===== src/rtl/parking_access_ctrl_if.sv =====
// Lane-side bundle of the parking gate controller: sensors and keypad in, gate/alarm/debug out.
// The keypad/sensor side drives through master; the controller attaches as slave.
interface parking_access_ctrl_if #(
   parameter int PIN_WIDTH = 16,
   parameter int ATT_W     = 2
);
   logic                 sensor_llegada_vehiculo;
   logic                 sensor_ingreso_vehiculo;
   logic                 pin_valid;
   logic [PIN_WIDTH-1:0] pin_data;
   logic                 senal_compuerta;
   logic                 senal_alarma_pin;
   logic                 senal_alarma_bloqueo;
   logic [2:0]           estado;
   logic [ATT_W-1:0]     cuenta_intentos;

   modport master (
      output sensor_llegada_vehiculo, sensor_ingreso_vehiculo, pin_valid, pin_data,
      input  senal_compuerta, senal_alarma_pin, senal_alarma_bloqueo, estado, cuenta_intentos
   );

   modport slave (
      input  sensor_llegada_vehiculo, sensor_ingreso_vehiculo, pin_valid, pin_data,
      output senal_compuerta, senal_alarma_pin, senal_alarma_bloqueo, estado, cuenta_intentos
   );
endinterface


===== src/rtl/parking_access_ctrl.sv =====
// Single-lane parking gate controller: PIN entry with attempt limit, gate-open timeout,
// PIN lockout and tailgating block. Moore FSM with outputs registered alongside the state.
module parking_access_ctrl #(
   parameter int                   PIN_WIDTH    = 16,
   parameter logic [PIN_WIDTH-1:0] CORRECT_PIN  = 16'h2468,
   parameter int                   MAX_ATTEMPTS = 3,
   parameter int                   GATE_TIMEOUT = 1000
) (
   input logic                  clock,
   input logic                  reset,
   parking_access_ctrl_if.slave bus
);
   localparam int ATT_W = $clog2(MAX_ATTEMPTS + 1);
   localparam int TMR_W = $clog2(GATE_TIMEOUT);
   localparam logic [ATT_W-1:0] ATT_LAST = ATT_W'(MAX_ATTEMPTS);
   localparam logic [TMR_W-1:0] TMR_LAST = TMR_W'(GATE_TIMEOUT - 1);

   typedef enum logic [2:0] {
      IDLE     = 3'd0,
      WAIT_PIN = 3'd1,
      OPEN     = 3'd2,
      PASSING  = 3'd3,
      PIN_LOCK = 3'd4,
      BLOCK    = 3'd5
   } state_t;

   state_t           state, nxt_state;
   logic [ATT_W-1:0] cnt, nxt_cnt, cnt_inc;
   logic [TMR_W-1:0] timer, nxt_timer;
   logic             compuerta, alarma_pin, alarma_bloqueo;
   logic             llegada, ingreso, both, pin_ok, pin_bad;

   assign llegada = bus.sensor_llegada_vehiculo;
   assign ingreso = bus.sensor_ingreso_vehiculo;
   assign both    = llegada & ingreso;
   assign pin_ok  = bus.pin_valid & (bus.pin_data == CORRECT_PIN);
   assign pin_bad = bus.pin_valid & (bus.pin_data != CORRECT_PIN);
   assign cnt_inc = cnt + 1'b1;

   always_comb begin
      nxt_state = state;
      nxt_cnt   = cnt;
      nxt_timer = '0;
      if (both) begin
         nxt_state = BLOCK;
      end else begin
         case (state)
            IDLE:     if (llegada && !ingreso) nxt_state = WAIT_PIN;
            WAIT_PIN: begin
               // A strobe in the same cycle the vehicle leaves is still honoured.
               if (pin_ok)                   nxt_state = OPEN;
               else if (pin_bad) begin
                  if (cnt_inc == ATT_LAST)   nxt_state = PIN_LOCK;
                  else                       nxt_cnt   = cnt_inc;
               end
               else if (!llegada && !ingreso) nxt_state = IDLE;
            end
            OPEN: begin
               if (ingreso && !llegada)  nxt_state = PASSING;
               else if (timer == TMR_LAST) nxt_state = IDLE;
            end
            PASSING:  if (!ingreso) nxt_state = IDLE;
            PIN_LOCK: if (pin_ok)   nxt_state = IDLE;
            BLOCK:    if (pin_ok)   nxt_state = IDLE;
            default:  nxt_state = IDLE;
         endcase
      end
      // The attempt count only lives within a WAIT_PIN session.
      if (nxt_state != WAIT_PIN) nxt_cnt = '0;
      if (state == OPEN && nxt_state == OPEN && timer != TMR_LAST) nxt_timer = timer + 1'b1;
      else if (state == OPEN && nxt_state == OPEN)                 nxt_timer = timer;
   end

   always_ff @(posedge clock) begin
      if (reset) begin
         state          <= IDLE;
         cnt            <= '0;
         timer          <= '0;
         compuerta      <= 1'b0;
         alarma_pin     <= 1'b0;
         alarma_bloqueo <= 1'b0;
      end else begin
         state          <= nxt_state;
         cnt            <= nxt_cnt;
         timer          <= nxt_timer;
         compuerta      <= (nxt_state == OPEN) || (nxt_state == PASSING);
         alarma_pin     <= (nxt_state == PIN_LOCK);
         alarma_bloqueo <= (nxt_state == BLOCK);
      end
   end

   assign bus.senal_compuerta      = compuerta;
   assign bus.senal_alarma_pin     = alarma_pin;
   assign bus.senal_alarma_bloqueo = alarma_bloqueo;
   assign bus.estado               = state;
   assign bus.cuenta_intentos      = cnt;
endmodule


===== src/flat_wrapper.sv =====
// flat-port wrapper written by rule: the top's interface ports become plain ports
module parking_access_ctrl_flat 
#(
   parameter int                   PIN_WIDTH    = 16,
   parameter logic [PIN_WIDTH-1:0] CORRECT_PIN  = 16'h2468,
   parameter int                   MAX_ATTEMPTS = 3,
   parameter int                   GATE_TIMEOUT = 1000
)
  (clock, reset, bus_sensor_llegada_vehiculo, bus_sensor_ingreso_vehiculo, bus_pin_valid, bus_pin_data, bus_senal_compuerta, bus_senal_alarma_pin, bus_senal_alarma_bloqueo, bus_estado, bus_cuenta_intentos);
  parking_access_ctrl_if #(.PIN_WIDTH(PIN_WIDTH), .ATT_W(($clog2(MAX_ATTEMPTS + 1)))) bus_i ();
  input logic clock;
  input logic reset;
  input wire logic [$bits(bus_i.sensor_llegada_vehiculo)-1:0] bus_sensor_llegada_vehiculo;
  input wire logic [$bits(bus_i.sensor_ingreso_vehiculo)-1:0] bus_sensor_ingreso_vehiculo;
  input wire logic [$bits(bus_i.pin_valid)-1:0] bus_pin_valid;
  input wire logic [$bits(bus_i.pin_data)-1:0] bus_pin_data;
  output wire logic [$bits(bus_i.senal_compuerta)-1:0] bus_senal_compuerta;
  output wire logic [$bits(bus_i.senal_alarma_pin)-1:0] bus_senal_alarma_pin;
  output wire logic [$bits(bus_i.senal_alarma_bloqueo)-1:0] bus_senal_alarma_bloqueo;
  output wire logic [$bits(bus_i.estado)-1:0] bus_estado;
  output wire logic [$bits(bus_i.cuenta_intentos)-1:0] bus_cuenta_intentos;
  assign bus_i.sensor_llegada_vehiculo = bus_sensor_llegada_vehiculo;
  assign bus_i.sensor_ingreso_vehiculo = bus_sensor_ingreso_vehiculo;
  assign bus_i.pin_valid = bus_pin_valid;
  assign bus_i.pin_data = bus_pin_data;
  assign bus_senal_compuerta = bus_i.senal_compuerta;
  assign bus_senal_alarma_pin = bus_i.senal_alarma_pin;
  assign bus_senal_alarma_bloqueo = bus_i.senal_alarma_bloqueo;
  assign bus_estado = bus_i.estado;
  assign bus_cuenta_intentos = bus_i.cuenta_intentos;
  parking_access_ctrl #(.PIN_WIDTH(PIN_WIDTH), .CORRECT_PIN(CORRECT_PIN), .MAX_ATTEMPTS(MAX_ATTEMPTS), .GATE_TIMEOUT(GATE_TIMEOUT)) u_core (.clock(clock), .reset(reset), .bus(bus_i));
endmodule

===== config.mk =====
export PLATFORM = sky130hd
export DESIGN_NAME = parking_access_ctrl_flat
export DESIGN_NICKNAME = d
export VERILOG_FILES = /design/src/rtl/parking_access_ctrl_if.sv /design/src/rtl/parking_access_ctrl.sv /design/src/flat_wrapper.sv
export SDC_FILE = /design/constraint.sdc
export NUM_CORES = 1
export LEC_CHECK = 0
export BUFFER_PORTS_ARGS = -buffer_cell sky130_fd_sc_hd__clkbuf_2
export CORE_MARGIN = 2
export CORE_UTILIZATION = 40
export CTS_BUF_LIST = sky130_fd_sc_hd__clkbuf_8
export CTS_CLUSTER_SIZE = 16
export DETAILED_ROUTE_END_ITERATION = 6
export PLACE_DENSITY_LB_ADDON = 0.12
export RECOVER_POWER = 100
export SYNTH_ARGS = -nofsm -noshare
export SYNTH_HDL_FRONTEND = slang
export SYNTH_SLANG_ARGS = --single-unit

===== constraint.sdc =====
create_clock -name clock -period 3.4 [get_ports clock]
set_input_delay 0.34 -clock clock [delete_from_list [all_inputs] [get_ports clock]]
set_output_delay 0.34 -clock clock [all_outputs]
set_load 0.005 [all_outputs]

==> key figures <==
Global routing
  – Largest net degree at the start of global routing: 10
  – Number of global-route vias before repair: 777
  – Antenna violations before repair: 0
  – Global-route wire length before repair: 3200 um
  – Overflow left after global routing: 0
  – Total Routing Usage GR: 15.2%

Die
  – Width of the chip: 54.2 um
  – Boundary pin count: 29
  – CORE AREA: 0.00243 sq mm
  – Initial Util: 41.4%
  – Total Die Area: 0.00293 sq mm
  – Number of core rows: 18
  – Y dimension of the die: 54.2 um

Synthesis
  – Mean post-synth cell area: 9.77 sq um
  – Mapped Nets: 126
  – Number of distinct library cell variants in the gate-level netlist after synthesis: 39
  – Sequential element share of the synthesized area: 35.8%
  – Synth warnings: 0
  – Number of instances in the synthesized netlist: 103
  – Yosys reg bits: 18
  – Netlist Area Pre-Place: 0.00101 sq mm

Drt
  – Routed wire length on met3: 88 um
  – Total detailed-routing wirelength: 1940 um
  – Drt initial violations: 16
  – Number of iterations in the first detailed-routing pass: 4
  – Average routed wire per standard cell: 12.0 um
  – Routed metal-1 wirelength: 859 um
  – Count of unresolved DRC violations after routing: 0
  – Met2 wire length: 984 um
  – Overall via count from detail_route: 851
  – Top layer in use: met4
  – Final antenna-violating net count: 0
  – Vias/cell: 5.25

Layout
  – Share of layout cells above drive strength 1: 27.3%
  – # diodes: 0
  – Area added between synthesis and finish: 14.4%
  – FILL cells: 259
  – Number of nets in the layout: 157

STA
  – Post-route setup slack: 1.26 ns
  – Headroom to the max-slew limit: 43.0%
  – Setup total negative slack: 0 ns
  – Time the final worst path needs with I/O delays and setup: 2.14 ns
  – Setup violation total in the final timing report: 0
  – RSZ-0062 raised after global routing: false
  – Ratio of final minimum period to clock period: 62.9%
  – Clock skew after layout: 0.00196 ns
  – Final-report max-slew violation count: 0
  – Final hold violations: 0
  – Actual transition at the worst max-transition pin: 0.847 ns
  – Maximum frequency from static timing analysis: 467 MHz

Hold path
  – Worst min-delay path category: input pin to flip-flop

Clock network
  – Clock-pin slew on the worst setup and hold paths: 0.07 ns
  – Post_cts resized: 0
  – Root buffer selected by CTS: clkbuf_8
  – Number of buffers inserted during clock tree synthesis: 3
  – Sinks on Clock Net: 18
  – Clock insertion delay at the later pin of the skew report: 0.25 ns
  – Number of post-CTS setup repair buffers: 0
  – Hold-fix buffers, CTS: 0
  – Maximum number of buffers from clock root to sink: 2
  – Level count of the clock H-tree: 1
  – CTS tree: yes

Setup path
  – Crit. End Element: flip-flop
  – Class of the most critical setup path: flip-flop to flip-flop
  – CP required: 3.52 ns
  – Endpoint arrival time on the critical path: 2.26 ns
  – CP cell instances: ha_1 -> nand2_1 -> nor4_1 -> o211a_1 -> nand2b_1 -> a211oi_1
  – Sort of element at the start of the critical path: flip-flop
  – Top delay family on crit path: simple AND/OR/NAND/NOR gates
  – Stage delay of the slowest cell on the critical path: 0.73 ns
  – Worst-path fanout max: 9
  – Critical-path top delay cell: nor4_1
  – Number of buffers and inverters on the critical path: 0

Outcome
  – Run status: complete, no violations

Placed design
  – Global placement routability congestion: 0.799
  – Detail Placement HPWL: 1540 um
  – Count of buffers from port buffering: 28
  – Worst slack at placement: 1.58 ns

Run
  – Max-capacitance violation count: 0

Power and ir drop
  – Maximum ir drop on the vdd rail: 0.243 mV
  – Standby leakage power: 0.449 nW
  – Areal power density over the cells: 354 mW/mm^2
## cells in the final DEF (no fill, tap or decap), types with 3 or more instances in the layout
cell type,n
clkbuf_2,22
dfxtp_1,18
nor2_1,15
nand2_1,7
clkbuf_1,6
nor4_1,5
xor2_1,5
nand3_1,4
nand2b_1,4
inv_1,3
nor4b_2,3
nor3_1,3
or3_1,3
a211oi_1,3
xnor2_1,3
clkbuf_8,3
## registers in the layout, summed over array words and instances, names as in the netlist
name	cells
u_core.bus.senal_alarma_bloqueo	1
u_core.bus.senal_alarma_pin	1
u_core.timer	10
u_core.bus.senal_compuerta	1
u_core.bus.cuenta_intentos	2
u_core.bus.estado	3
## path summary, 6_finish.rpt
kind                               startpoint                    endpoint  slack, ns  cells after the start
setup / recovery              u_core.timer[0]             u_core.timer[2]       1.26                      6
hold / removal    bus_sensor_llegada_vehiculo  u_core.bus.senal_compuerta       0.34                      2
setup reg to reg              u_core.timer[0]             u_core.timer[2]       1.26                      6
hold reg to reg               u_core.timer[2]             u_core.timer[2]       0.53                      2
## metrics by stage
step | std cells | hold WS (ns) | total power [mW] | utilization [%] | instance area, sq um
after floorplan | 103 | 0.433 | 0.247 | - | 1010
after global placement | 159 | 0.503 | 0.270 | 48.0 | 1170
after detailed placement | 159 | 0.517 | 0.270 | 48.0 | 1170
after CTS | 162 | 0.325 | 0.419 | 49.7 | 1210
after global routing | 162 | 0.346 | 0.427 | 47.3 | 1150
final | 162 | 0.342 | 0.407 | 47.3 | 1150
## cell families after synthesis
kind of cell,synth area share [%]
flops,35.8
xor+xnor,6.97
compound gates,11.9
fa+ha+maj,2.49
simple gates,39.2
mux,0.995
buf+inv,2.61
## cell usage after synthesis
library cell | count | share of area (%)
dfxtp_1 | 18 | 36
nor2_1 | 15 | 5.6
nand2_1 | 7 | 2.6
xor2_1 | 5 | 4.4
nand2b_1 | 4 | 2.5
nand3_1 | 4 | 2.0
inv_1 | 3 | 1.1
nor3_1 | 3 | 1.5
nor4b_2 | 3 | 4.5
or3_1 | 3 | 1.9
xnor2_1 | 3 | 2.6
a211oi_1 | 2 | 1.5
a21oi_1 | 2 | 1.0
ha_1 | 2 | 2.5
nand3b_1 | 2 | 1.5
nand4_2 | 2 | 2.5
nor4_1 | 2 | 1.2
nor4_2 | 2 | 2.5
a2111oi_4 | 1 | 2.7
a211oi_2 | 1 | 1.2
a31oi_1 | 1 | 0.62
and2_1 | 1 | 0.62
and4_4 | 1 | 1.1
and4bb_1 | 1 | 1.2
buf_6 | 1 | 1.1
clkbuf_1 | 1 | 0.37
mux2i_1 | 1 | 1.0
nand2_2 | 1 | 0.62
nand4_1 | 1 | 0.62
nor2_2 | 1 | 0.62
nor4_4 | 1 | 2.1
nor4b_4 | 1 | 2.4
nor4bb_1 | 1 | 1.0
o211a_1 | 1 | 1.0
o21ai_0 | 1 | 0.50
o21ai_1 | 1 | 0.50
o221a_4 | 1 | 2.0
o311ai_0 | 1 | 0.87
or2_2 | 1 | 0.62
## layout make-up
type	instances	area [sq um]	area share (%)
clock buffers	3	41.3	3.59
multi-input cells	80	568	49.3
well taps	30	37.5	3.26
repair buffers	28	133	11.5
flip-flops and latches	18	360	31.3
inverters	3	11.3	0.978
## routing by layer
layer / vias to the layer above / track usage [%]
met4: 0 / 6.67
met2: 20 / 24.9
met3: 2 / 4.17
li1: 435 / -
met1: 394 / 18.3
met5: - / 0
## report_power, final
part           internal [mW]  switching, mW
Clock                 0.0786         0.0679
Sequential             0.215        0.00314
Combinational         0.0201         0.0230
Total                  0.313         0.0940
No activity file was read; power rests on OpenSTA's default activity.
